[config.mk]
export PLATFORM = sky130hd
export DESIGN_NAME = bcd_conv_scheduler
export DESIGN_NICKNAME = d
export VERILOG_FILES = /design/src/rtl/bcd_sched_pkg.sv /design/src/rtl/bcd_dd8_serial.sv /design/src/rtl/bcd_conv_scheduler.sv
export SDC_FILE = /design/constraint.sdc
export NUM_CORES = 1
export LEC_CHECK = 0
export CORE_ASPECT_RATIO = 0.75
export CORE_UTILIZATION = 45
export CTS_CLUSTER_DIAMETER = 80
export DETAILED_ROUTE_END_ITERATION = 16
export PLACE_DENSITY = 0.77
export SETUP_SLACK_MARGIN = 0.3
export SYNTH_ARGS = -nofsm -noshare
export SYNTH_HDL_FRONTEND = slang
export SYNTH_SLANG_ARGS = --single-unit
[constraint.sdc]
create_clock -name iCLK_50 -period 5.05 [get_ports iCLK_50]
set_input_delay 1.2625 -clock iCLK_50 [delete_from_list [all_inputs] [get_ports iCLK_50]]
set_output_delay 1.2625 -clock iCLK_50 [all_outputs]
set_load 0.03 [all_outputs]
[src/rtl/bcd_sched_pkg.sv]
// +----------------------------------------------------------------------+
// | bcd_sched_pkg : shared types, sizes and round-robin pick helper      |
// | Revision 1.0                                                         |
// +----------------------------------------------------------------------+
`default_nettype none

package bcd_sched_pkg;

  typedef enum logic [1:0] {
    ST_IDLE  = 2'd0,
    ST_LOAD  = 2'd1,
    ST_SHIFT = 2'd2,
    ST_WRITE = 2'd3
  } state_t;

  localparam int unsigned BIN_W       = 8;
  localparam int unsigned BCD_W       = 12;
  localparam int unsigned SHIFT_STEPS = 8;

  // First set bit of pend at or after ptr, wrapping within nch channels.
  function automatic logic [2:0] rr_pick(input logic [7:0] pend,
                                         input logic [2:0] ptr,
                                         input int         nch);
    logic [2:0] pick;
    logic       found;
    int         idx;
    pick  = ptr;
    found = 1'b0;
    for (int i = 0; i < 8; i++) begin
      idx = (int'(ptr) + i) % nch;
      if ((i < nch) && !found && pend[idx[2:0]]) begin
        pick  = idx[2:0];
        found = 1'b1;
      end
    end
    return pick;
  endfunction

endpackage

`default_nettype wire

[src/rtl/bcd_dd8_serial.sv]
// +----------------------------------------------------------------------+
// | bcd_dd8_serial : 8-step serial double-dabble, 8-bit binary -> 3 BCD  |
// | Revision 1.0                                                         |
// +----------------------------------------------------------------------+
`default_nettype none

module bcd_dd8_serial
  import bcd_sched_pkg::*;
(
  input  logic             clk,
  input  logic             rst_n,
  input  logic             i_start,
  input  logic [BIN_W-1:0] i_bin,
  output logic [BCD_W-1:0] o_bcd,
  output logic             o_done
);

  logic [BIN_W-1:0]       bin_q, bin_d;
  logic [BCD_W-1:0]       bcd_q, bcd_d;
  logic [2:0]             step_q, step_d;
  logic                   run_q, run_d;
  logic [BCD_W-1:0]       w_adj;
  logic [BCD_W+BIN_W-1:0] w_shift;

  for (genvar n = 0; n < BCD_W / 4; n++) begin : g_nib
    assign w_adj[4*n +: 4] = (bcd_q[4*n +: 4] >= 4'd5) ? bcd_q[4*n +: 4] + 4'd3
                                                       : bcd_q[4*n +: 4];
  end

  // The top bit shifted out is always zero for 8-bit inputs.
  assign w_shift = {w_adj, bin_q} << 1;
  assign o_done  = run_q && (step_q == 3'(SHIFT_STEPS - 1));
  assign o_bcd   = bcd_q;

  always_comb begin
    bin_d  = bin_q;
    bcd_d  = bcd_q;
    step_d = step_q;
    run_d  = run_q;
    if (i_start) begin
      bin_d  = i_bin;
      bcd_d  = '0;
      step_d = '0;
      run_d  = 1'b1;
    end else if (run_q) begin
      bcd_d  = w_shift[BCD_W+BIN_W-1:BIN_W];
      bin_d  = w_shift[BIN_W-1:0];
      step_d = step_q + 3'd1;
      if (o_done) run_d = 1'b0;
    end
  end

  always_ff @(posedge clk or negedge rst_n) begin
    if (!rst_n) begin
      bin_q  <= '0;
      bcd_q  <= '0;
      step_q <= '0;
      run_q  <= 1'b0;
    end else begin
      bin_q  <= bin_d;
      bcd_q  <= bcd_d;
      step_q <= step_d;
      run_q  <= run_d;
    end
  end

endmodule

`default_nettype wire

[src/rtl/bcd_conv_scheduler.sv]
// +----------------------------------------------------------------------+
// | bcd_conv_scheduler : round-robin sharing of one serial BCD converter |
// | Revision 1.0                                                         |
// +----------------------------------------------------------------------+
`default_nettype none

module bcd_conv_scheduler
  import bcd_sched_pkg::*;
#(
  parameter int NCH         = 4,
  parameter int REFRESH_DIV = 14000000,
  parameter int CNT_W       = 32
) (
  input  logic               iCLK_50,
  input  logic               iRST_n,
  input  logic               iEN_AUTO,
  input  logic [NCH-1:0]     iREQ,
  input  logic [NCH*8-1:0]   iHEX,
  output logic [NCH-1:0]     oGNT,
  output logic               oBUSY,
  output logic [NCH*12-1:0]  oBCD,
  output logic [NCH-1:0]     oVALID,
  output logic               oDONE,
  output logic [2:0]         oDONE_CH
);

  state_t              state_q, state_d;
  logic [NCH-1:0]      pend_q, pend_d;
  logic [2:0]          ptr_q, ptr_d;
  logic [2:0]          win_q, win_d;
  logic [CNT_W-1:0]    cnt_q, cnt_d;
  logic [NCH*12-1:0]   bank_q, bank_d;
  logic [NCH-1:0]      valid_q, valid_d;
  logic                done_q, done_d;
  logic [2:0]          done_ch_q, done_ch_d;

  logic                w_tick;
  logic [NCH-1:0]      w_set, w_clr, w_gnt;
  logic [7:0]          w_pend_ext;
  logic [2:0]          w_win;
  logic                w_start, w_dd_done;
  logic [BIN_W-1:0]    w_hex_sel;
  logic [BCD_W-1:0]    w_dd_bcd;

  assign w_tick = iEN_AUTO && (cnt_q == CNT_W'(REFRESH_DIV - 1));
  assign w_set  = iREQ | {NCH{w_tick}};

  always_comb begin
    w_pend_ext           = '0;
    w_pend_ext[NCH-1:0]  = pend_q;
  end

  assign w_win     = rr_pick(w_pend_ext, ptr_q, NCH);
  assign w_hex_sel = iHEX[BIN_W*w_win +: BIN_W];

  always_comb begin
    if (!iEN_AUTO || w_tick) cnt_d = '0;
    else                     cnt_d = cnt_q + CNT_W'(1);
  end

  always_comb begin
    state_d   = state_q;
    ptr_d     = ptr_q;
    win_d     = win_q;
    bank_d    = bank_q;
    valid_d   = valid_q;
    done_d    = 1'b0;
    done_ch_d = done_ch_q;
    w_clr     = '0;
    w_gnt     = '0;
    w_start   = 1'b0;
    case (state_q)
      ST_IDLE: begin
        // Incoming requests count immediately so LOAD follows the request cycle.
        if ((pend_q | w_set) != '0) state_d = ST_LOAD;
      end
      ST_LOAD: begin
        w_gnt   = NCH'(1) << w_win;
        w_clr   = NCH'(1) << w_win;
        w_start = 1'b1;
        win_d   = w_win;
        ptr_d   = (w_win == 3'(NCH - 1)) ? 3'd0 : w_win + 3'd1;
        state_d = ST_SHIFT;
      end
      ST_SHIFT: begin
        if (w_dd_done) state_d = ST_WRITE;
      end
      ST_WRITE: begin
        bank_d[BCD_W*win_q +: BCD_W] = w_dd_bcd;
        valid_d   = valid_q | (NCH'(1) << win_q);
        done_d    = 1'b1;
        done_ch_d = win_q;
        state_d   = ST_IDLE;
      end
      default: state_d = ST_IDLE;
    endcase
  end

  // Set beats clear so a request arriving during LOAD re-queues the channel.
  assign pend_d = (pend_q & ~w_clr) | w_set;

  bcd_dd8_serial u_dd (
    .clk     (iCLK_50),
    .rst_n   (iRST_n),
    .i_start (w_start),
    .i_bin   (w_hex_sel),
    .o_bcd   (w_dd_bcd),
    .o_done  (w_dd_done)
  );

  always_ff @(posedge iCLK_50 or negedge iRST_n) begin
    if (!iRST_n) begin
      state_q   <= ST_IDLE;
      pend_q    <= '0;
      ptr_q     <= '0;
      win_q     <= '0;
      cnt_q     <= '0;
      bank_q    <= '0;
      valid_q   <= '0;
      done_q    <= 1'b0;
      done_ch_q <= '0;
    end else begin
      state_q   <= state_d;
      pend_q    <= pend_d;
      ptr_q     <= ptr_d;
      win_q     <= win_d;
      cnt_q     <= cnt_d;
      bank_q    <= bank_d;
      valid_q   <= valid_d;
      done_q    <= done_d;
      done_ch_q <= done_ch_d;
    end
  end

  assign oGNT     = w_gnt;
  assign oBUSY    = (state_q != ST_IDLE);
  assign oBCD     = bank_q;
  assign oVALID   = valid_q;
  assign oDONE    = done_q;
  assign oDONE_CH = done_ch_q;

endmodule

`default_nettype wire
==> Yosys cells after proc, flatten, opt, wreduce, memory -nomap -nowiden <==
Cells that the tools add are included.
{ "totals": {"input_bits": 39, "reg_bits": 124, "wordCells": 107} }
{ "classes": {"shifts": 5, "n_lt_le_gt_ge": 7, "reduce_logical": 18, "bitwise": 9, "mul": 1, "n_mux": 36, "n_addsub": 10, "eq_ne": 8} }
{ "ops": {"columns": ["op", "n"], "rows": [
  ["48-bit bitwise mux", 1],
  ["12-bit by 34-bit variable shift with 48-bit output, first input constant", 1],
  ["12-bit by 34-bit indexed part select with 48-bit output", 1],
  ["7-bit negation with 34-bit output", 1],
  ["32-bit by 1-bit adder with 32-bit output, second input constant", 1],
  ["32-bit by 24-bit equality test with 1-bit output, second input constant", 1],
  ["32-bit two-way mux", 1],
  ["32-bit by 7-bit indexed part select with 8-bit output", 1],
  ["12-bit two-way mux", 2],
  ["3-bit two-way mux", 8],
  ["8-bit two-way mux", 2],
  ["4-bit OR", 4],
  ["4-bit by 3-bit greater-or-equal comparator with 1-bit output, second input constant", 3],
  ["3-bit by 4-bit less-than comparator with 1-bit output, second input constant", 3],
  ["1-bit two-way mux", 12],
  ["4-bit two-way mux", 3],
  ["1-bit binary-select mux with 3-bit select", 3],
  ["4-bit by 2-bit adder with 4-bit output, second input constant", 2],
  ["2-bit case mux with 4 select lines", 1],
  ["1-bit by 3-bit << shifter with 4-bit output, first input constant", 2],
  ["3-bit by 1-bit adder with 3-bit output, second input constant", 2],
  ["2-bit OR reduction", 3],
  ["1-bit logical AND", 5],
  ["2-bit by 3-bit multiplier with 5-bit output, first input constant", 1],
  ["21 further kinds", 30]
]} }

==> Depth between registers and ports, before layout <==
Gate-level depths: netlist (run 1).
{ "logic_depth": {"word_depth": 18, "mapped_depth": 12, "ltp_nobuf": 11} }

==> By module <==
A second synthesis (run 1) with hierarchy kept.
{ "hier_totals": {"hier_cells": 732, "area_unflattened_um2": 7450.9} }
{ "by_module_without_submodules": {"columns": ["mod", "instances", "cells_each", "area_each_um2", "seq_area_each_um2"], "rows": [
  ["bcd_conv_scheduler", 1, 599, 6149.6, 2502.4],
  ["bcd_dd8_serial", 1, 133, 1301.2, 600.6]
]} }

==> Least setup slack after synthesis (run 1) <==
Ideal clock, no wire load.
{ "synth_path": {"kind": "reg2reg", "startpoint": "register win_q[1]", "endpoint": "register bank_q[36], in the netlist oBCD[36]", "arrival_time_ps": 3164, "path_stages_with_launch": 13, "setup_ps": 125, "slack_ps": 1761, "synth_period_minus_slack_ps": 3289, "n_path_buf": 1, "path_cell_list": "dfrtp_1 ha_1 fa_1 clkbuf_1 inv_1 and3_1 ha_1 nand2_1 nor2_1 a32oi_1 a21oi_1 nor3_2 mux2_2"} }
{ "synth_via": {"elab_chain_len": 4, "elab_cells_between_ends": 5} }
{ "synth_lines": {"columns": ["element", "line_no", "source"], "rows": [
  ["start: declaration", "bcd_conv_scheduler.sv:30", "logic [2:0] win_q, win_d;"],
  ["start signal: assignment", "bcd_conv_scheduler.sv:126", "win_q <= win_d;"],
  ["2-bit by 3-bit multiplier with 5-bit output *", "bcd_conv_scheduler.sv:89", "bank_d[BCD_W*win_q +: BCD_W] = w_dd_bcd;"],
  ["7-bit negation with 34-bit output *", "bcd_conv_scheduler.sv:89", null],
  ["12-bit by 34-bit indexed part select with 48-bit output / 12-bit by 34-bit variable shift with 48-bit output (equally long branches)", "bcd_conv_scheduler.sv:89", null],
  ["48-bit bitwise mux *", "bcd_conv_scheduler.sv:89", null],
  ["end signal: assignment", "bcd_conv_scheduler.sv:128", "bank_q <= bank_d;"],
  ["end: declaration", "bcd_conv_scheduler.sv:32", "logic [NCH*12-1:0] bank_q, bank_d;"]
]} }
Every way passes the cells marked *; elsewhere a longest branch is shown, timed or not.
A chain may end at the register's enable or synchronous reset.

==> Worst setup path after layout (run 1) <==
{ "layout_path": {"startpoint": "register ptr_q[1]", "endpoint": "output port oGNT[3]"} }
{ "layout_via": {"elab_chain_len": 15, "elab_cells_between_ends": 32} }
{ "layout_lines": {"columns": ["element", "line_no", "source"], "rows": [
  ["start: declaration", "bcd_conv_scheduler.sv:29", "logic [2:0] ptr_q, ptr_d;"],
  ["start signal: assignment", "bcd_conv_scheduler.sv:125", "ptr_q <= ptr_d;"],
  ["2-bit by 1-bit adder with 2-bit output", "bcd_sched_pkg.sv:30", "idx = (int'(ptr) + i) % nch;"],
  ["2-bit OR reduction (no source line)", null, null],
  ["1-bit AND (no source line)", null, null],
  ["1-bit binary-select mux with 3-bit select", "bcd_sched_pkg.sv:31", "if ((i < nch) && !found && pend[idx[2:0]]) begin"],
  ["1-bit two-way mux (not written as such)", "bcd_sched_pkg.sv:31", null],
  ["1-bit logical AND", "bcd_sched_pkg.sv:31", null],
  ["1-bit two-way mux", "bcd_sched_pkg.sv:31", null],
  ["1-bit zero test", "bcd_sched_pkg.sv:31", null],
  ["1-bit logical AND", "bcd_sched_pkg.sv:31", null],
  ["1-bit two-way mux", "bcd_sched_pkg.sv:31", null],
  ["1-bit zero test", "bcd_sched_pkg.sv:31", null],
  ["1-bit logical AND", "bcd_sched_pkg.sv:31", null],
  ["3-bit two-way mux *", "bcd_sched_pkg.sv:31", null],
  ["1-bit by 3-bit << shifter with 4-bit output *", "bcd_conv_scheduler.sv:78", "w_gnt = NCH'(1) << w_win;"],
  ["4-bit two-way mux *", "bcd_conv_scheduler.sv:72", "case (state_q)"],
  ["end: declaration", "bcd_conv_scheduler.sv:19", "output logic [NCH-1:0] oGNT,"]
]} }
Every way passes the cells marked *; elsewhere a longest branch is shown, timed or not. The select of a mux whose other input is x is not followed.

==> qor.yml, run 1 <==
outcome:
  outcome: "complete, no violations"
setup_path:
  worst_setup_path_start_kind: "register"
  cp_data_required_time_ns: 3.79
  endpoint_kind: "primary output"
  worstReg2RegEnd: "oBCD[39]"
  reg2reg_depth: 10
  cp.arrival_ns: 2.98
  r2r-start: "win_q[2]"
  reg2reg_slack_ns: 1.07
  path_max_fanout: 12
  path_class: "register to primary output"
global_route:
  grtUsageTotal_pct: 22.21
  grt_max_degree: 64
  gr-total-overflow: 0
  grt_pass1_wl_microns: 28790
  antenna_found_initial: 0
  grt_pass1_vias: 5625
power_and_ir_drop:
  vdd_drop_max_mv: 0.2300
  pwr-share-seq_pct: 37.6
  switching_power_uw: 890.4
  powerDensity_nw_per_um2: 354.6
  p_sw_share_pct: 28.10
  cellLeakagePower_nw: 3.798
  p_int_mw: 2.279
  comb_power_share_pct: 20.7
  p_total_mw: 3.169
  clkPwrFrac_pct: 41.7
yosys:
  synth_edf_count: 0
  synthCells: 730
  synth_warnings: 0
  yosys.area.top_type: "dfrtp_1"
  synth_top_area_share_pct: 43.27
  synthFlopType: "dfrtp_1"
  ys_ff_latch: 124
  postSynthAreaPerCell_sq_um: 9.824
  synth.area.top_cells: "dfrtp_1 (43%), mux2i_1 (6.7%), mux2_2 (6.1%)"
  synthTopCellsByCount: "dfrtp_1 (124), nor2_1 (79), nand2_1 (57)"
  syn-num-nets: 795
  synth_most_common_cell: "dfrtp_1"
  synth_area_sq_um: 7172
  synth_seq_area_share_pct: 43.27
  synth_cell_types: 69
  synth-async-reset-ratio_pct: 100.0
sta:
  min_period_ns: 4.239
  fin_setup_tns_ns: 0
  slew_headroom_pct: 30.78
  drv_slew: 0
  grt_setup_unrepaired: "false"
  final-setup-viol-count: 0
  finClkSkew_ns: 0.007473
  hold_violations: 0
  fmax_mhz: 235.9
  tightest_slew_ns: 1.038
  min_period_over_period_pct: 83.95
clocking:
  cts_buffers: 17
  cts_hold_buf: 0
  cts.htree.levels: 4
  cts_sinks: 124
  cts_tree: "done"
  cts-root-buf: "clkbuf_16"
  clkLatencyLatePin_ns: 0.42
  clockBufferDepth: 2
  postCtsSetupBuffers: 0
  post_cts_resized: 0
  clk_pin_slew_ns: 0.06
drt:
  wl_per_cell_microns: 16.84
  met2WireLength_microns: 7842
  wl_met3_microns: 1262
  top_layer_used: "met4"
  routed_wl_microns: 17380
  drt_iter0_markers: 444
  drc: 0
  avgViaCountPerCell: 5.592
  via_count: 5771
  dr.pass1.iters: 5
  ant_nets: 0
  drt-met1-wl_microns: 7964
finish:
  n_antenna_cell: 0
  fin_nets: 879
  area_growth_syn_to_layout_pct: 24.62
  instances_no_fill: 1032
  drive_above_1_share_pct: 12.33
placed_design:
  io_buffers: 99
  hpwl_microns: 12330
  dpl.cell_count: 1000
  globalplace.congestion: 0.9971
hold_path:
  min_from: "oVALID[1]"
  min-delay-path-class: "register to register"
  holdPathStages: 1
  holdPathEnd: "oVALID[1]"
floorplanning:
  std_cell_rows: 39
  initial_core_util_pct: 46.51
  dieArea_sq_um: 16450
  ios: 100
  die_x_microns: 147.8
  dieHeight_microns: 111.3
  core_area_sq_um: 15420
flow_run:
  cap_violations: 0
==> kinds of logic (layout without fill, tap and decap cells) <==
| group | Yosys count | after routing | synth area share, % |
|---|---|---|---|
| simple gates | 248 | 248 | 17.03 |
| compound gates | 133 | 133 | 12.30 |
| flops | 124 | 124 | 43.27 |
| mux | 92 | 92 | 13.97 |
| buf+inv | 68 | 165 | 3.925 |
| xor+xnor | 39 | 39 | 4.867 |
| fa+ha+maj | 26 | 26 | 4.641 |
==> through the flow <==
stage	worst slack [ns]	instance area, sq um	hold slack (ns)	util [%]
6_report	0.8107	8937	0.4595	57.96
3_5_place_dp	1.146	8294	0.4519	53.79
5_1_grt	0.6113	8937	0.4869	57.96
4_1_cts	0.8039	8937	0.4670	57.96
2_1_floorplan	1.761	7172	0.4329	-
3_3_place_gp	1.291	8294	0.4466	53.79
==> critical path: stages (launching register included) <==
cell	delay, ns
dfrtp_1	0.52
nor4_1	0.11
a31oi_1	0.14
o32ai_1	0.13
a21oi_1	0.74
and2_1	0.25
clkdlybuf4s50_1	0.67
==> worst max-delay path by stage <==
stage,start,endpoint
final,ptr_q[1],oGNT[3]
after global routing,ptr_q[1],oGNT[3]
after CTS,ptr_q[1],oGNT[1]
after detailed placement,win_q[2],oBCD[39]
after global placement,ptr_q[1],oGNT[3]
after floorplan,win_q[1],oBCD[36]
==> flip-flops by register name, summed over array words and instances, names as in the netlist <==
| signal | flops |
|---|---|
| state_q | 2 |
| oDONE_CH | 3 |
| cnt_q | 32 |
| u_dd.run_q | 1 |
| pend_q | 4 |
| ptr_q | 3 |
| u_dd.step_q | 3 |
| u_dd.bin_q | 8 |
| u_dd.o_bcd | 12 |
| oDONE | 1 |
| oVALID | 4 |
| win_q | 3 |
| oBCD | 48 |
==> cells in the final DEF, fill, tap and decap left out, drive strengths merged, types with 10 or more instances in the layout <==
master           n
nor3            17
ha              25
inv             29
o21ai           41
and3            10
a21oi           32
dfrtp          124
nand2           58
o2bb2ai         13
xor2            26
nor2            81
xnor2           13
nand3           33
clkdlybuf4s50   98
clkbuf          19
mux2i           48
mux2            43
==> routing by layer <==
layer	global-route usage, %	vias to the layer above
met3	4.754	27
met1	30.75	2783
li1	-	2736
met5	0	-
met2	33.93	225
met4	8.935	0
==> cell type report <==
class	count	area (sq um)
fillers	1375	6482
clock inverters	13	190.2
repair buffers	104	1039
well taps	205	256.5
flip-flops and latches	124	3103
multi-input cells	538	3787
inverters	29	108.9
clock buffers	19	452.9
==> power groups by stage <==
stage	combinational, mW	clock [mW]	sequential, mW
after floorplan	0.129	0	1.42
after global placement	0.651	0	1.21
final	0.656	1.32	1.19
after global routing	0.689	1.39	1.21
after detailed placement	0.661	0	1.21
after CTS	0.662	1.34	1.19
Power figures use the tool's default switching activity.
==> run 2, diff against run 1 <==
clock period = 4.19 ns   (was 5.05 ns; I/O delays follow)
==> run 2 against run 1 <==
  * Wire length fell by 0.26%
  * Critical path depth rose by 2
  * Final area increased by 1.0%
  * Count of clock-buffer cells in the layout shrank 1
  * Sequential share of layout area shrank 0.34 points
  * Clock skew about the same
  * Critical path type unchanged
  * Highest routed layer unchanged
==> qor.yml, run 2 (synthesis results as in run 1) <==
floorplanning:
  dieHeight_microns: 111.3  # unchanged
  initial_core_util_pct: 46.51  # unchanged
  die_x_microns: 147.8  # unchanged
  ios: 100  # unchanged
  core_area_sq_um: 15420  # unchanged
  std_cell_rows: 39  # unchanged
  dieArea_sq_um: 16450  # unchanged
clocking:
  cts.htree.levels: 4  # unchanged
  clockBufferDepth: 2  # unchanged
  clkLatencyLatePin_ns: 0.42  # about the same
  cts_buffers: 17  # unchanged
  cts_hold_buf: 0  # unchanged
  cts_tree: "done"
  clk_pin_slew_ns: 0.06  # about the same
  cts-root-buf: "clkbuf_16"
  cts_sinks: 124  # unchanged
finish:
  finish.utilization_pct: 58.55  # +0.59 points
  area_growth_syn_to_layout_pct: 25.89
  drive_above_1_share_pct: 13.58  # +1.2 points
  fin_nets: 884  # +0.57%
  instances_no_fill: 1037  # +0.48%
  mostFrequentLayoutCells: "dfrtp_1 (123), clkdlybuf4s50_1 (96), nor2_1 (79)"
  n_antenna_cell: 0  # unchanged
  final_common_cell: "dfrtp_1"
  largest_register_ffs: 48  # unchanged
placed_design:
  io_buffers: 99  # unchanged
  globalplace.congestion: 0.9790  # -1.8%
  hpwl_microns: 12280  # -0.43%
  dpl.cell_count: 1004  # +0.40%
global_route:
  grt_pass1_vias: 5648  # +0.41%
  antenna_found_initial: 0  # unchanged
  grt_max_degree: 64  # unchanged
  grtUsageTotal_pct: 22.41  # +0.21 points
  gr-total-overflow: 0  # unchanged
  grt_pass1_wl_microns: 29070  # +0.96%
sta:
  fin_setup_tns_ns: 0  # unchanged
  finClkSkew_ns: 0.007656  # +0.0001836 ns
  min_period_ns: 3.849
  drv_slew: 0  # unchanged
  min_period_over_period_pct: 91.87
  worst_hold_slack_ns: 0.4633  # +0.003737 ns
  fmax_mhz: 259.8
  final-setup-viol-count: 0  # unchanged
  slew_headroom_pct: 38.11  # +7.3 points
  tightest_slew_ns: 0.9261  # -0.1122 ns
  hold_violations: 0  # unchanged
  grt_setup_unrepaired: "true"
power_and_ir_drop:
  powerDensity_nw_per_um2: 426.8  # +20%
  cellLeakagePower_nw: 3.869  # +1.9%
  vdd_drop_max_mv: 0.2697  # +17%
hold_path:
  min-delay-path-class: "register to register"
  holdPathStages: 1  # unchanged
setup_path:
  endpoint_kind: "primary output"
  path_max_fanout: 11  # -1
  crit_top_cell: "inv_1"
  critical_path_cell_count: 8  # +2
  cp_data_required_time_ns: 3.14  # -0.65 ns
  critPathSlowestCell: "clkdlybuf4s50_1"
  cp.arrival_ns: 2.80  # -0.18 ns
  worst_setup_path_start_kind: "register"
  crit_buf_inv: 3  # +2
  worstPathCellList: "inv_1, and3_1, nor4_2, nor2_4, inv_1, ha_1, and2_1, clkdlybuf4s50_1"
  reg2reg_depth: 11  # +1
  path_class: "register to primary output"
  cp_slowest_stage_delay_ns: 0.67  # -0.07 ns
  critical_path.top_delay_family: "buffers and inverters"
drt:
  drc: 0  # unchanged
  via_count: 5858  # +1.5%
  drt_iter0_markers: 415  # -6.5%
  ant_nets: 0  # unchanged
  routed_wl_microns: 17340  # -0.26%
  avgViaCountPerCell: 5.649  # +1.0%
  dr.pass1.iters: 7  # +2
  wl_per_cell_microns: 16.72  # -0.74%
outcome:
  outcome: "complete, no violations"
flow_run:
  cap_violations: 0  # unchanged
## run 2: cell count changes in the layout (fill, tap and decap cells not counted), sizes merged
cell           previous run  this run
buf                       6        11
clkdlybuf4s50            98        96
dlymetal6s2s              0         2
bufinv                    4         5
clkbuf                   19        18
clkinv                    8         7
inv                      29        30
## run 2: power by group
group	total [mW]	switching [mW]	leakage, nW	internal, mW
sequential	1.43	0.0914	1.58	1.34
clock	1.63	0.555	0.321	1.07
combinational	0.792	0.417	1.97	0.374
## run 2: area by class of cell
cell class / count / area, sq um
clock inverters: 14 / 216.5
well taps: 205 / 256.5
clock buffers: 18 / 439.2
flip-flops and latches: 124 / 3104
inverters: 29 / 111.4
fillers: 1332 / 6391
multi-input cells: 538 / 3820
repair buffers: 109 / 1081
## run 2: worst reg2reg max path, delay by kind of cell (launching register included)
kind                       cells  cell delay, ns
and+or+nand+nor                4            0.83
adders and majority gates      2            0.76
buffers and inverters          2            0.73
AOI/OAI and AO/OA              2            0.46
muxes                          1            0.38
DFF                            1            0.36
## run 2: final timing paths
path,startpoint,to,slack [ns]
worst max-delay path,pend_q[3],oGNT[3],0.34
worst min-delay path,oVALID[1],oVALID[1],0.46
max in group asynchronous,iRST_n,oBCD[36],2.71
min in group asynchronous,iRST_n,oBCD[43],0.72
worst max register to register,win_q[0],oBCD[37],0.55
worst min register to register,oVALID[1],oVALID[1],0.46
## run 2: timing repair
item                       in CTS  in global routing
setup buffers                   0                  1
setup endpoints to repair       4                 12
pin swaps                       0                  1
resized for setup               3                  9
## run 2: layer usage
metal  wire [microns]  vias to the layer above  GRT usage [%]
met1             7954                     2830          31.36
met3             1339                       23          5.861
met5                0                        -              0
li1                 -                     2749              -
met4              226                        0          6.323
met2             7818                      256          34.28
## run 2: through the flow
step | total power, mW | setup WS [ns] | area (sq um)
CTS | 3.887 | 0.2540 | 8991
global placement | 2.241 | 0.6186 | 8324
global route | 3.995 | 0.2217 | 9029
detailed placement | 2.257 | 0.5495 | 8324
finish | 3.854 | 0.3405 | 9029
floorplan | 1.862 | 0.9012 | 7172
==> run 3, diff against run 2 <==
SLEW_MARGIN = 0   (was default)
clock period = 4.6 ns   (was 4.19 ns; I/O delays follow)
==> run 3 against run 2 <==
  * Power shrank 11%
  * Setup slack gained 0.22 ns
  * Sequential power shrank 8%
  * Clock skew shrank 0.0011 ns
==> qor.yml, run 3 (synthesis results as in run 1) <==
drt:
  drt_iter0_markers: 417  # +0.48%
  wl_per_cell_microns: 16.79  # +0.42%
  dr.pass1.iters: 5  # -2
  drc: 0  # unchanged
  avgViaCountPerCell: 5.541  # -1.9%
  routed_wl_microns: 17340  # about the same
  via_count: 5724  # -2.3%
  ant_nets: 0  # unchanged
global_route:
  grt_pass1_wl_microns: 28970  # -0.33%
  antenna_found_initial: 0  # unchanged
  grtUsageTotal_pct: 22.48  # +0.067 points
  grt_pass1_vias: 5489  # -2.8%
  gr-total-overflow: 0  # unchanged
  grt_max_degree: 64  # unchanged
power_and_ir_drop:
  p_int_mw: 2.467  # -12%
  p_sw_share_pct: 28.19  # +0.58 points
  switching_power_uw: 968.4  # -9.0%
  vdd_drop_max_mv: 0.2484  # -7.9%
  powerDensity_nw_per_um2: 384.9  # -9.8%
  comb_power_share_pct: 21.0  # +0.5 points
  clkPwrFrac_pct: 40.9  # -1.4 points
  p_total_mw: 3.436  # -11%
  pwr-share-seq_pct: 38.1  # +0.9 points
  cellLeakagePower_nw: 3.791  # -2.0%
clocking:
  clk_pin_slew_ns: 0.06  # about the same
  post_cts_resized: 0  # -3
  cts_hold_buf: 0  # unchanged
  postCtsSetupBuffers: 0  # unchanged
  clockBufferDepth: 2  # unchanged
  cts_sinks: 124  # unchanged
  clkLatencyLatePin_ns: 0.42  # about the same
  cts.htree.levels: 4  # unchanged
  cts-root-buf: "clkbuf_16"
  cts_buffers: 17  # unchanged
  cts_tree: "done"
placed_design:
  hpwl_microns: 12550  # +2.2%
  io_buffers: 99  # unchanged
  globalplace.congestion: 0.9640  # -1.5%
sta:
  hold_violations: 0  # unchanged
  slew_headroom_pct: 32.66  # -5.5 points
  fmax_mhz: 247.7
  tightest_slew_ns: 1.010  # +0.08402 ns
  drv_slew: 0  # unchanged
  finClkSkew_ns: 0.006602  # -0.001054 ns
  min_period_ns: 4.037
  grt_setup_unrepaired: "false"
  final-setup-viol-count: 0  # unchanged
  min_period_over_period_pct: 87.75
  fin_setup_tns_ns: 0  # unchanged
floorplanning:
  die_x_microns: 147.8  # unchanged
  dieHeight_microns: 111.3  # unchanged
  ios: 100  # unchanged
  std_cell_rows: 39  # unchanged
  core_area_sq_um: 15420  # unchanged
  initial_core_util_pct: 46.51  # unchanged
  dieArea_sq_um: 16450  # unchanged
setup_path:
  cp_data_required_time_ns: 3.45  # +0.31 ns
  worst_setup_path_start_kind: "register"
  path_class: "register to primary output"
  cp.arrival_ns: 2.89  # +0.09 ns
  endpoint_kind: "primary output"
  path_max_fanout: 11  # unchanged
finish:
  mostFrequentLayoutCells: "dfrtp_1 (124), clkdlybuf4s50_1 (98), nor2_1 (79)"
  final_common_cell: "dfrtp_1"
  drive_above_1_share_pct: 12.44  # -1.1 points
  fin_nets: 881  # -0.34%
  largest_register_ffs: 48  # unchanged
  fillers: 1358  # +2.0%
  area_growth_syn_to_layout_pct: 24.48
  n_antenna_cell: 0  # unchanged
hold_path:
  min-delay-path-class: "register to register"
outcome:
  outcome: "complete, no violations"
flow_run:
  cap_violations: 0  # unchanged
==> run 3: cell types whose count changed in the layout (fill, tap and decap cells not counted), moves of 2 or more <==
cell / before / now
clkinvlp_4: 1 / 3
clkdlybuf4s50_1: 96 / 98
buf_4: 10 / 7
dlymetal6s2s_1: 2 / 0
clkinv_4: 3 / 1
==> run 3: power groups by stage <==
stage                     combinational, mW  clock, mW  sequential [mW]
final                                 0.721       1.41             1.31
after global routing                  0.763       1.49             1.33
after CTS                             0.731       1.43             1.31
after detailed placement              0.728          0             1.33
after global placement                0.716          0             1.32
after floorplan                       0.141          0             1.56
==> run 3: worst max-delay path, cell delays in order, from the launching register on <==
cell and delay, ns:
dfrtp_1 0.49, nor3_1 0.22, nor4_1 0.09, nor2_2 0.51
inv_1 0.15, ha_1 0.26, and2_1 0.15, clkdlybuf4s50_1 0.59
==> run 3: layer usage <==
| layer | GRT usage [%] | up-vias | wire length, microns |
|---|---|---|---|
| met2 | 33.08 | 214 | 7718 |
| li1 | - | 2749 | - |
| met3 | 6.270 | 18 | 1214 |
| met5 | 0 | - | 0 |
| met1 | 32.47 | 2743 | 8211 |
| met4 | 5.911 | 0 | 198 |
==> run 3: final cells by class <==
cell class | count | area (sq um) | area share, %
multi-input cells | 538 | 3787 | 42.42
flip-flops and latches | 124 | 3103 | 34.76
repair buffers | 106 | 1054 | 11.80
clock buffers | 17 | 425.4 | 4.765
well taps | 205 | 256.5 | 2.873
clock inverters | 14 | 192.7 | 2.158
inverters | 29 | 108.9 | 1.219
==> run 3: final timing paths <==
| kind | from | end | slack (ns) | cells past startpoint |
|---|---|---|---|---|
| max | ptr_q[1] | oGNT[3] | 0.56 | 7 |
| min | oVALID[1] | oVALID[1] | 0.46 | 1 |
| max reg2reg | win_q[2] | oBCD[43] | 0.87 | 10 |
| min reg2reg | oVALID[1] | oVALID[1] | 0.46 | 1 |
| max in group asynchronous | iRST_n | cnt_q[15] | 2.99 | 2 |
| min in group asynchronous | iRST_n | oBCD[39] | 0.81 | 1 |
==> run 3: stage by stage <==
step	util (%)	instances	hold WS (ns)	area (sq um)	worst slack, ns
2_1_floorplan	-	730	0.4329	7172	1.311
3_3_place_gp	53.89	1002	0.4451	8309	1.044
3_5_place_dp	53.89	1002	0.4532	8309	0.9351
4_1_cts	57.90	1033	0.4659	8927	0.5267
5_1_grt	57.90	1033	0.4701	8927	0.3501
6_report	57.90	1033	0.4601	8927	0.5635
==> patch 1, RTL diff (settings of run 2) <==
Compare `cnt_q` against `CNT_W'(REFRESH_DIV - 1)` with >= in place of ==.
--- a/src/rtl/bcd_conv_scheduler.sv
+++ b/src/rtl/bcd_conv_scheduler.sv
@@ -42,7 +42,7 @@
   logic [BIN_W-1:0]    w_hex_sel;
   logic [BCD_W-1:0]    w_dd_bcd;
 
-  assign w_tick = iEN_AUTO && (cnt_q == CNT_W'(REFRESH_DIV - 1));
+  assign w_tick = iEN_AUTO && (cnt_q >= CNT_W'(REFRESH_DIV - 1));
   assign w_set  = iREQ | {NCH{w_tick}};
 
   always_comb begin
Check against the original RTL: same outputs for any inputs over 10 cycles, from zero or initial values and one cycle with iRST_n low; that may be too few to reach the edited logic, so the function may still have changed.
==> patch 1 against run 2 <==
- sequential cell count is the same
- hold slack improved by 0.0034 ns
- cell count is 0.29% lower
- critical path type is now reg2reg
- final area shrank 1.2%
- register-to-register slack got worse by 0.07 ns
- global-route usage increased by 0.92 points
- area after synthesis fell by 0.10%
- clock skew increased by 0.0016 ns
- critical path depth up 2
- worst setup slack improved by 0.14 ns
- routed wire length is 5.1% higher
- highest routed layer unchanged
- core utilization shrank 0.53 points
Power is not compared: it rests on default switching activity, and its combinational part moved more than twofold at a synthesized area within 25%.
==> patch 1: results (changes against run 2) <==
INFO  detailed_routing routedWlPerCell=17.6um [was 16.7 um]
INFO  setup_path     worst-setup-path-type=reg2reg [was reg2out]
INFO  setup_path     timing.reg2reg.setup_slack=0.48ns [was 0.55 ns]
INFO  logic_synthesis syn_inst=724 [was 730]
INFO  cells_and_area layout-drive-gt1-share=0.130 [was 0.136]
INFO  cts            clkTransAtPathRegs=0.06ns [about the same]
INFO  setup_path     worst_r2r_path_cells=10 [was 11]
INFO  cts            ctsResizeCount=0 [was 3]
INFO  cells_and_area fill_cell_instance_count_of_the_final_layout=1319 [was 1332]
INFO  logic_synthesis register_area_share_after_synthesis=0.433 [about the same]
INFO  setup_path     critPathMaxFanout=6 [was 11]
INFO  placed_design  gp_congestion=0.972 [was 0.979]
INFO  timing         worstMarginPinSlew=0.839ns [was 0.926 ns]
INFO  cells_and_area instances_no_fill=1034 [was 1037]
INFO  cts            clock-root-buffer=clkbuf_16 [unchanged]
INFO  cells_and_area n_antenna_cell=0 [unchanged]
INFO  global_route   via_count_of_the_first_global_routing_pass=5704 [was 5648]
INFO  cells_and_area fin_nets=881 [was 884]
INFO  logic_synthesis synth_top_cells_by_area=dfrtp_1, mux2_2, mux2i_1 [was dfrtp_1, mux2i_1, mux2_2]
INFO  outcome        outcome=complete, no violations [unchanged]
INFO  setup_path     timing.critical_path.from=win_q[1] [was pend_q[3]]
INFO  detailed_routing drtPass1Iterations=5 [was 7]
INFO  global_route   wire_length_of_the_first_global_routing_pass=29900um [was 29100 um]
INFO  logic_synthesis postSynth.topFlopCell=dfrtp_1 [unchanged]
INFO  logic_synthesis netlist_top_cells_count=dfrtp_1, nor2_1, nand2_1 [unchanged]
INFO  setup_path     worst_path_arrival=4.02ns [was 2.80 ns]
INFO  detailed_routing detailroute.via_count=5909 [was 5858]
INFO  detailed_routing detailedRoute.firstIterationViolations=429 [was 415]
INFO  timing         skew=0.00923ns [was 0.00766 ns]
INFO  global_route   track_usage=0.233 [was 0.224]
INFO  global_route   grt_start_max_net_pins=98 [was 64]
INFO  cts            clk_latency=0.42ns [about the same]
INFO  cts            cts_made_buffers=17 [unchanged]
INFO  setup_path     reg2reg_to=oBCD[35] [was oBCD[37]]
patch 1: changes by cell type after synthesis, moves of 7 or more:
cell	delta
nor2_1	-24
xor2_1	-11
nand2_1	-10
nand3_1	-9
o221ai_1	+9
mux2i_1	-8
o2bb2ai_1	-8
or2_2	+8
a21boi_0	+7
patch 1: critical path, stage by stage, from the launching register on:
cell      delay [ns]
dfrtp_1         0.46
ha_1            0.30
fa_1            0.43
xnor2_1         0.19
and3_1          0.21
ha_1            0.35
nand2_1         0.16
nor2_1          0.24
a21boi_0        0.44
a21boi_1        0.43
mux2_2          0.39
patch 1: where the power goes:
part / switching (uW) / leakage [uW] / internal (uW)
registers: 1.10 / 0.00164 / 1200
logic: 34.5 / 0.00182 / 35.8
clock network: 535 / 0.000279 / 884
total: 571 / 0.00375 / 2120
patch 1: stage by stage:
| step | hold slack (ns) | power (uW) | setup WS (ns) | cell area, um^2 |
|---|---|---|---|---|
| final | 0.467 | 2690 | 0.476 | 8920 |
| after global routing | 0.483 | 2780 | 0.302 | 8920 |
| after CTS | 0.462 | 2710 | 0.405 | 8900 |
| after detailed placement | 0.445 | 1300 | 0.563 | 8340 |
| after global placement | 0.441 | 1300 | 0.693 | 8340 |
| after floorplan | 0.460 | 1230 | 0.946 | 7190 |
patch 1: cells by family after synthesis:
family,count (synthesis),share of synthesized area
AOI/OAI and AO/OA,161,0.156
and+or+nand+nor,220,0.154
DFF,124,0.433
muxes,86,0.130
adders and majority gates,26,0.0465
xor gates and xnor gates,30,0.0367
other,1,0.000523
buffers and inverters,76,0.0440
patch 1: area by class of cell:
class / instances / share of cell area
tap: 205 / 0.0288
inverter: 34 / 0.0143
timing repair buffer: 108 / 0.120
sequential: 124 / 0.348
clock inverter: 12 / 0.0137
clock buffer: 20 / 0.0501
multi-input combinational: 531 / 0.425
patch 1: how the worst min path moves through the flow:
stage,to,from
6_report,oVALID[2],oVALID[2]
5_1_grt,oVALID[2],oVALID[2]
4_1_cts,oVALID[2],oVALID[2]
3_5_place_dp,oVALID[2],oVALID[2]
3_3_place_gp,oVALID[1],oVALID[1]
2_1_floorplan,cnt_q[0],cnt_q[0]
patch 1: routing by layer:
metal	vias to the layer above	global-route usage	share of wire
met5	-	0	0
met3	31	0.0774	0.10
li1	2780	-	-
met1	2834	0.326	0.45
met2	264	0.343	0.43
met4	0	0.0660	0.014
==> patch 2, RTL diff (flow settings as in run 2) <==
Without the edit above. The parameter `CNT_W` goes from 32 to 24.
--- a/src/rtl/bcd_conv_scheduler.sv
+++ b/src/rtl/bcd_conv_scheduler.sv
@@ -9,7 +9,7 @@
 #(
   parameter int NCH         = 4,
   parameter int REFRESH_DIV = 14000000,
-  parameter int CNT_W       = 32
+  parameter int CNT_W       = 24
 ) (
   input  logic               iCLK_50,
   input  logic               iRST_n,
Check against the original RTL: no difference found for any inputs over 10 cycles, from zero or initial values and one cycle with iRST_n low; that may be too few to reach the edited logic, so the function may still have changed.
==> patch 2 against run 2 <==
- routed wire length decreased by 3.8%
- sequential cell count decreased by 8
- cell count fell by 7.2%
- final area is 4.8% lower
- worst setup slack improved by 0.035 ns
- area after synthesis decreased by 6.0%
- hold slack improved by 0.012 ns
- via count decreased by 7.1%
- clock skew is 0.0090 ns higher
- critical path depth is the same
Power is not compared: it rests on default switching activity, and its combinational part moved more than twofold at a synthesized area within 25%.
==> patch 2: results (changes against run 2) <==
INFO  timing         fin_worst_hold_slack=0.475ns [was 0.463 ns]
INFO  logic_synthesis netlist_top_cells_count=dfrtp_1, nor2_1, nand2_1 [unchanged]
INFO  cts            ctsHtreeMaxLevel=4 [unchanged]
INFO  setup_path     critPathMaxFanout=9 [was 11]
INFO  detailed_routing detailroute.via_count=5443 [was 5858]
INFO  cts            ctsResizeCount=1 [was 3]
INFO  logic_synthesis synth_cell_types=65 [was 69]
INFO  setup_path     worst_path_arrival=2.77ns [was 2.80 ns]
INFO  global_route   track_usage=0.228 [was 0.224]
INFO  cells_and_area fin_nets=819 [was 884]
INFO  setup_path     timing.reg2reg.setup_slack=0.50ns [was 0.55 ns]
INFO  cts            post_cts.repair.setup_buffers=0 [unchanged]
INFO  logic_synthesis synth_top_cells_by_area=dfrtp_1, mux2_2, ha_1 [was dfrtp_1, mux2i_1, mux2_2]
INFO  timing         achievable-frequency=262MHz [was 260 MHz]
INFO  detailed_routing drtPass1Iterations=6 [was 7]
INFO  pwr            power_leakage=0.00384uW
INFO  outcome        outcome=complete, no violations [unchanged]
INFO  timing         skew=0.0166ns [was 0.00766 ns]
INFO  logic_synthesis mappedNetlistNets=723 [was 795]
INFO  placed_design  dp_slack=0.342ns [was 0.550 ns]
INFO  placed_design  gp_congestion=0.966 [was 0.979]
INFO  global_route   wire_length_of_the_first_global_routing_pass=27200um [was 29100 um]
INFO  placed_design  place_area=7930um^2 [was 8320 um^2]
INFO  cts            clock_tree.buffer_depth=2 [unchanged]
INFO  cells_and_area fill_cell_instance_count_of_the_final_layout=1214 [was 1332]
INFO  timing         worstMarginPinSlew=0.859ns [was 0.926 ns]
INFO  global_route   grt_antenna_before_repair=0 [unchanged]
INFO  detailed_routing routedWlPerCell=17.3um [was 16.7 um]
INFO  placed_design  detailed_place_hpwl=12000um [was 12300 um]
INFO  setup_path     slowest_delay=0.67ns [about the same]
INFO  cells_and_area layout-drive-gt1-share=0.146 [was 0.136]
INFO  global_route   grt_start_max_net_pins=62 [was 64]
INFO  setup_path     critPathSlowestCell=clkdlybuf4s50_1 [unchanged]
INFO  logic_synthesis register_area_share_after_synthesis=0.431 [was 0.433]
INFO  detailed_routing detailedRoute.firstIterationViolations=578 [was 415]
INFO  cts            cts_made_buffers=17 [unchanged]
-- patch 2: changes by cell type after synthesis, sizes merged, moves of 11 or more --
cell   before  now
a21oi      32   20
nor2       81   58
o21ai      41   24
xor2       26    9
mux2i      48   33
nand3      33   22
nand2      58   44
-- patch 2: worst paths after layout --
| check | cells past startpoint | from | endpoint |
|---|---|---|---|
| hold / removal | 1 | oVALID[1] | oVALID[1] |
| hold reg to reg | 1 | oVALID[1] | oVALID[1] |
| setup reg to reg | 10 | win_q[1] | oBCD[11] |
| max in group asynchronous | 2 | iRST_n | oBCD[14] |
| setup / recovery | 8 | pend_q[2] | oGNT[3] |
| min in group asynchronous | 1 | iRST_n | pend_q[1] |
-- patch 2: per-layer routing --
metal / vias up / part of all wire / track usage
li1: 2529 / - / -
met1: 2644 / 0.46 / 0.317
met2: 249 / 0.45 / 0.343
met3: 21 / 0.081 / 0.0580
met4: 0 / 0.014 / 0.0828
met5: - / 0 / 0
-- patch 2: cells by family after synthesis --
logic type	after synthesis	synth area share
mux	82	0.148
compound gates	121	0.128
xor+xnor	31	0.0447
buf+inv	75	0.0434
simple gates	203	0.152
fa+ha+maj	28	0.0531
flops	116	0.431
-- patch 2: final cells by class --
type | instances | area share
Inverter | 38 | 0.0166
Clock inverter | 4 | 0.00815
Timing Repair Buffer | 114 | 0.131
Multi-Input combinational cell | 465 | 0.418
Tap cell | 200 | 0.0291
Clock buffer | 25 | 0.0600
Sequential cell | 116 | 0.338
-- patch 2: where the power goes --
part | internal, uW | switching [uW]
clock | 957 | 477
combinational | 1410 | 2050
sequential | 1440 | 342
total | 3800 | 2870
-- patch 2: stage by stage --
step / std cells / util
floorplan: 656 / -
global placement: 930 / 0.545
detailed placement: 930 / 0.545
CTS: 959 / 0.586
global route: 962 / 0.591
finish: 962 / 0.591
